--- src/rtl/freq_meter_sequencer.sv ---
// Gate-window sequencer and edge counter for the frequency meter.
// Drives limp (clear) -> hab (gate) -> arm (latch), then pulses done.
// The edge count saturates and is published with an overflow flag.
module freq_meter_sequencer #(
   parameter int GATE_W = 16,
   parameter int CNT_W  = 16
) (
   input  logic              clk_controle,
   input  logic              reset,
   input  logic              start,
   input  logic              continuous,
   input  logic [GATE_W-1:0] gate_len,
   input  logic              sig_in,
   output logic              limp,
   output logic              hab,
   output logic              arm,
   output logic              busy,
   output logic              done,
   output logic [CNT_W-1:0]  result,
   output logic              overflow
);

   localparam logic [2:0] S_IDLE   = 3'd0;
   localparam logic [2:0] S_CLEAR  = 3'd1;
   localparam logic [2:0] S_GATE   = 3'd2;
   localparam logic [2:0] S_SETTLE = 3'd3;
   localparam logic [2:0] S_LATCH  = 3'd4;
   localparam logic [2:0] S_DONE   = 3'd5;

   localparam logic [GATE_W-1:0] GATE_ONE = GATE_W'(1);
   localparam logic [CNT_W-1:0]  CNT_ONE  = CNT_W'(1);
   localparam logic [CNT_W-1:0]  CNT_MAX  = '1;

   logic [2:0]        state;
   logic [2:0]        state_nxt;
   logic [GATE_W-1:0] len_lat;
   logic [GATE_W-1:0] gate_cnt;
   logic [CNT_W-1:0]  edge_cnt;
   logic              ovf;
   logic              sync_p0;
   logic              sync_p1;
   logic              sync_p2;
   logic              edge_stb;

   // Saturating increment of the edge count.
   function automatic logic [CNT_W-1:0] sat_inc(input logic [CNT_W-1:0] c);
      return (c == CNT_MAX) ? c : c + CNT_ONE;
   endfunction

   // Zero-length windows run for one cycle so hab is never skipped.
   function automatic logic [GATE_W-1:0] clamp_len(input logic [GATE_W-1:0] l);
      return (l == '0) ? GATE_ONE : l;
   endfunction

   // Synchroniser (p0, p1) plus delay flop (p2) for rising-edge detection.
   always_ff @(posedge clk_controle or negedge reset) begin
      if (!reset) begin
         sync_p0 <= 1'b0;
         sync_p1 <= 1'b0;
         sync_p2 <= 1'b0;
      end else begin
         sync_p0 <= sig_in;
         sync_p1 <= sync_p0;
         sync_p2 <= sync_p1;
      end
   end

   // ---- stage boundary: synchronised sig_in -> edge strobe ----
   assign edge_stb = sync_p1 & ~sync_p2;

   // Next-state selection for the measurement sequence.
   always_comb begin
      state_nxt = state;
      case (state)
         S_IDLE:   if (start) state_nxt = S_CLEAR;
         S_CLEAR:  state_nxt = S_GATE;
         S_GATE:   if (gate_cnt == len_lat - GATE_ONE) state_nxt = S_SETTLE;
         S_SETTLE: state_nxt = S_LATCH;
         S_LATCH:  state_nxt = S_DONE;
         S_DONE:   state_nxt = continuous ? S_CLEAR : S_IDLE;
         default:  state_nxt = S_IDLE;
      endcase
   end

   // State register and strobes, registered from the next state so each
   // output is high exactly while its state is current.
   always_ff @(posedge clk_controle or negedge reset) begin
      if (!reset) begin
         state <= S_IDLE;
         limp  <= 1'b0;
         hab   <= 1'b0;
         arm   <= 1'b0;
         done  <= 1'b0;
         busy  <= 1'b0;
      end else begin
         state <= state_nxt;
         limp  <= (state_nxt == S_CLEAR);
         hab   <= (state_nxt == S_GATE);
         arm   <= (state_nxt == S_LATCH);
         done  <= (state_nxt == S_DONE);
         busy  <= (state_nxt != S_IDLE);
      end
   end

   // Window length latch, gate counter, edge counter and published result.
   always_ff @(posedge clk_controle or negedge reset) begin
      if (!reset) begin
         len_lat  <= GATE_ONE;
         gate_cnt <= '0;
         edge_cnt <= '0;
         ovf      <= 1'b0;
         result   <= '0;
         overflow <= 1'b0;
      end else begin
         case (state)
            S_IDLE: if (start) len_lat <= clamp_len(gate_len);
            S_CLEAR: begin
               gate_cnt <= '0;
               edge_cnt <= '0;
               ovf      <= 1'b0;
            end
            S_GATE: begin
               gate_cnt <= gate_cnt + GATE_ONE;
               if (edge_stb) begin
                  if (edge_cnt == CNT_MAX) ovf <= 1'b1;
                  edge_cnt <= sat_inc(edge_cnt);
               end
            end
            S_LATCH: begin
               result   <= edge_cnt;
               overflow <= ovf;
            end
            default: ;
         endcase
      end
   end

   // Clear, gate and latch strobes must never overlap.
   always @(posedge clk_controle) begin
      if (reset) assert ($onehot0({limp, hab, arm}));
   end

endmodule

--- config.mk ---
export PLATFORM = sky130hd
export DESIGN_NAME = freq_meter_sequencer
export DESIGN_NICKNAME = d
export VERILOG_FILES = /design/src/rtl/freq_meter_sequencer.sv
export SDC_FILE = /design/constraint.sdc
export NUM_CORES = 1
export LEC_CHECK = 0
export ABC_CLOCK_PERIOD_IN_PS = 2700
export CORE_ASPECT_RATIO = 1.4
export CORE_UTILIZATION = 30
export DETAILED_ROUTE_END_ITERATION = 8
export GPL_TIMING_DRIVEN = 0
export PLACE_DENSITY = 0.53
export SLEW_MARGIN = 20
export SYNTH_ARGS = -nofsm -noshare
export SYNTH_HDL_FRONTEND = slang
export SYNTH_SLANG_ARGS = --single-unit
--- constraint.sdc ---
create_clock -name clk_controle -period 2.7 [get_ports clk_controle]
set_clock_uncertainty 0.1 [all_clocks]
set_input_delay 0.54 -clock clk_controle [delete_from_list [all_inputs] [get_ports clk_controle]]
set_output_delay 0.54 -clock clk_controle [all_outputs]
set_load 0.01 [all_outputs]
==> impl_metrics.csv <==
group,metric,value,unit
cells_and_area,final_common_cell,"dfrtp_1",
detailed_routing,drc,0,
cts,clkTransAtPathRegs,60,ps
sta,setup-tns-final,0,ps
floorplan,die_y,137,um
cts,cts_buffers,9,
synthesis,synth_cell_types,52,
synthesis,synth_edf_count,0,
sta,fin_hold_ws,66.7,ps
cts,post_cts_buffers,0,
power_and_ir_drop,powerDensity,870,mW/mm^2
floorplan,io_pins,43,
synthesis,ys_top_cells_by_area,"dfrtp_1 (49%), mux2_2 (8.7%), xor2_1 (4.7%), o21ai_0 (4.1%), nor2_1 (3.2%)",
detailed_routing,wl,8.76,mm
setup_path,crit_required,2820,ps
synthesis,syn-num-nets,400,
cts,cts.htree.levels,3,
cts,cts_tree,"built",
sta,hold_viol_final,0,
cts,clk_latency,340,ps
sta,fin_ws,200,ps
setup_path,worst-endpoint-arrival,2620,ps
placed_design,gp_congestion,0.778,
setup_path,reg2reg_from,"len_lat[1]",
cts,cts-root-buf,"clkbuf_16",
power_and_ir_drop,intPower,0.00273,W
cts,cts.sinks,77,
cells_and_area,nets,453,
detailed_routing,first_iter_violations,73,
placed_design,dpl_cell_area,0.00453,mm^2
power_and_ir_drop,peakVddDrop,0.000361,V
detailed_routing,drt_pass1_iterations,6,
placed_design,dp_worst_setup_slack,-184,ps
sta,setup_viol,0,
setup_path,cp-end-kind,"register",
cts,cts.hold.buffers_added,0,
synthesis,yosysWarnings,0,
grt,grt_pass1_vias,2935,
sta,fmax,0.400,GHz
cells_and_area,syn_to_final_growth,23.9,%
floorplan,start_util,31.2,%
sta,max_slew_margin,31.0,%
grt,grt_pass1_wl,14.6,mm
synthesis,synth-seq-area-share,49.5,%
floorplan,rows,48,
setup_path,critPathSlowestCell,"nor3_2",
setup_path,cp-endpoint,"len_lat[13]",
power_and_ir_drop,switching_share,34.8,%
placed_design,dpl.hpwl,6.41,mm
status,status,"finished clean",
grt,grt_overflow,0,
synthesis,ys.flop_type,"dfrtp_1",
synthesis,synth_top_cell_area_share,48.9,%
detailed_routing,routed_via_density,5.08,
cells_and_area,antenna_cells,0,
setup_path,r2r_end,"hab",
synthesis,ys_ff_latch,77,
power_and_ir_drop,clkPwrFrac,29.2,%
cells_and_area,fill_cells,1241,
setup_path,reg2reg_setup_slack,260,ps
cells_and_area,layout_common_cells,"dfrtp_1 (76), clkdlybuf4s50_1 (41), nor2_1 (33)",
cells_and_area,stdcell_area,0.00482,mm^2
setup_path,critPathMaxStageDelay,690,ps
sta,drv_slew,0,
setup_path,crit_path_cell_trace,"clkdlybuf4s50_1, nand2_1, nor3_2, clkbuf_1, mux2_2",
setup_path,critical_path_class,"in2reg",
synthesis,synth_area_per_cell,10.4,um^2
floorplan,die_w,98.3,um
synthesis,synth_area,0.00389,mm^2
power_and_ir_drop,p_leak,2.02,nW
floorplan,core,0.0125,mm^2
power_and_ir_drop,comb_power_share,32.6,%
synthesis,netlist_instances,376,
detailed_routing,antenna_left,0,
sta,finalCritPeriodShare,92.6,%
setup_path,cp-start-kind,"primary input",
cts,cts_resized,0,
setup_path,cp-startpoint,"start",
detailed_routing,wire_per_inst,15.0,um
sta,grt_setup_unrepaired,"false",
grt,antenna_found_initial,0,
floorplan,dieArea,0.0134,mm^2
sta,worst_pin_slew,1030,ps
placed_design,port_buffers,42,
setup_path,worst-path-max-fanout,10,
setup_path,reg2regPathDepth,8,
grt,grt_usage,14.1,%
grt,grt_max_degree,44,
hold_path,hp-class,"in2async",
synthesis,async_flop_share,100,%
synthesis,synth_area_leader_cell,"dfrtp_1",
flow_run,drv_cap,0,
sta,period_minus_slack,2500,ps
detailed_routing,vias,2968,
power_and_ir_drop,p_switching,0.00146,W
cts,clockBufferDepth,2,
cells_and_area,fin_util,38.6,%
power_and_ir_drop,p_seq_share,38.2,%
cells_and_area,drive_gt1_share,13.4,%
critical path: cells and delay by family:
family / cells / cell delay [ps]
multiplexers: 1 / 380
buffers and inverters: 2 / 920
AND/OR/NAND/NOR: 2 / 780
how the worst min path moves through the flow:
| stage | from | to |
|---|---|---|
| 2_1_floorplan | reset | arm |
| 3_3_place_gp | sync_p0 | sync_p1 |
| 3_5_place_dp | sync_p0 | sync_p1 |
| 4_1_cts | reset | state[1] |
| 5_1_grt | reset | state[1] |
| 6_report | reset | result[4] |
logic make-up (layout without fill, tap and decap cells):
| logic type | Yosys count | in the layout | share of synthesized area (%) |
|---|---|---|---|
| and+or+nand+nor | 135 | 135 | 18.8 |
| DFF | 77 | 77 | 49.5 |
| AOI/OAI and AO/OA | 68 | 68 | 10.8 |
| xor gates and xnor gates | 35 | 35 | 7.88 |
| muxes | 31 | 31 | 8.94 |
| buffers and inverters | 27 | 85 | 3.09 |
| adders and majority gates | 3 | 3 | 0.964 |
area by class of cell:
class | count | area [um^2] | area share (%)
clock buffer | 11 | 243 | 5.03
tap | 150 | 188 | 3.89
inverter | 12 | 45.0 | 0.934
clock inverter | 5 | 58.8 | 1.22
buffer | 14 | 71.3 | 1.48
sequential | 77 | 1930 | 40.0
multi-input combinational | 272 | 1840 | 38.2
timing repair buffer | 43 | 445 | 9.23
power by group through the flow:
| stage | logic (W) | registers [W] | clock network [W] |
|---|---|---|---|
| after CTS | 0.00141 | 0.00159 | 0.00126 |
| after global routing | 0.00151 | 0.00165 | 0.00131 |
| final | 0.00137 | 0.00160 | 0.00122 |
| after global placement | 0.00137 | 0.00161 | 0 |
| after detailed placement | 0.00140 | 0.00161 | 0 |
| after floorplan | 0.000978 | 0.00157 | 0 |
per-layer routing:
layer | wire (um) | vias to the layer above | GRT usage [%] | part of all wire, %
li1 | - | 1458 | - | -
met1 | 3700 | 1435 | 15.4 | 42
met2 | 4610 | 62 | 26.0 | 53
met3 | 286 | 13 | 3.63 | 3.3
met4 | 161 | 0 | 5.31 | 1.8
met5 | 0 | - | 0 | 0
per-stage QoR:
step	std cells	total power (W)
2_1_floorplan	376	0.00255
3_3_place_gp	568	0.00298
3_5_place_dp	569	0.00301
4_1_cts	585	0.00426
5_1_grt	584	0.00446
6_report	584	0.00420
flip-flops by register name, indices dropped and copies added, names as in the netlist, 3 cells and up:
signal,cells
len_lat,16
state,3
gate_cnt,16
result,16
edge_cnt,16
synthesized netlist by cell type (2+ instances only):
cell       instances
a21o_1             3
a21oi_1           10
a31oi_1            4
and2_1             2
and3_1             8
and4_1             3
buf_1              2
buf_6              2
clkbuf_1          10
dfrtp_1           76
ha_1               3
inv_1             12
mux2_2            30
nand2_1           24
nand2b_1           2
nand3_1           13
nand3b_1           3
nand4_1           13
nand4bb_1          2
nor2_1            33
nor2b_1            2
nor3_1             7
nor3_2             2
nor3b_1            3
nor4_1             8
o211ai_1           5
o21ai_0           32
o21ai_1            2
or2_2              2
or3_1              3
xnor2_1           14
xor2_1            21
No activity file was read; power rests on OpenSTA's default activity.
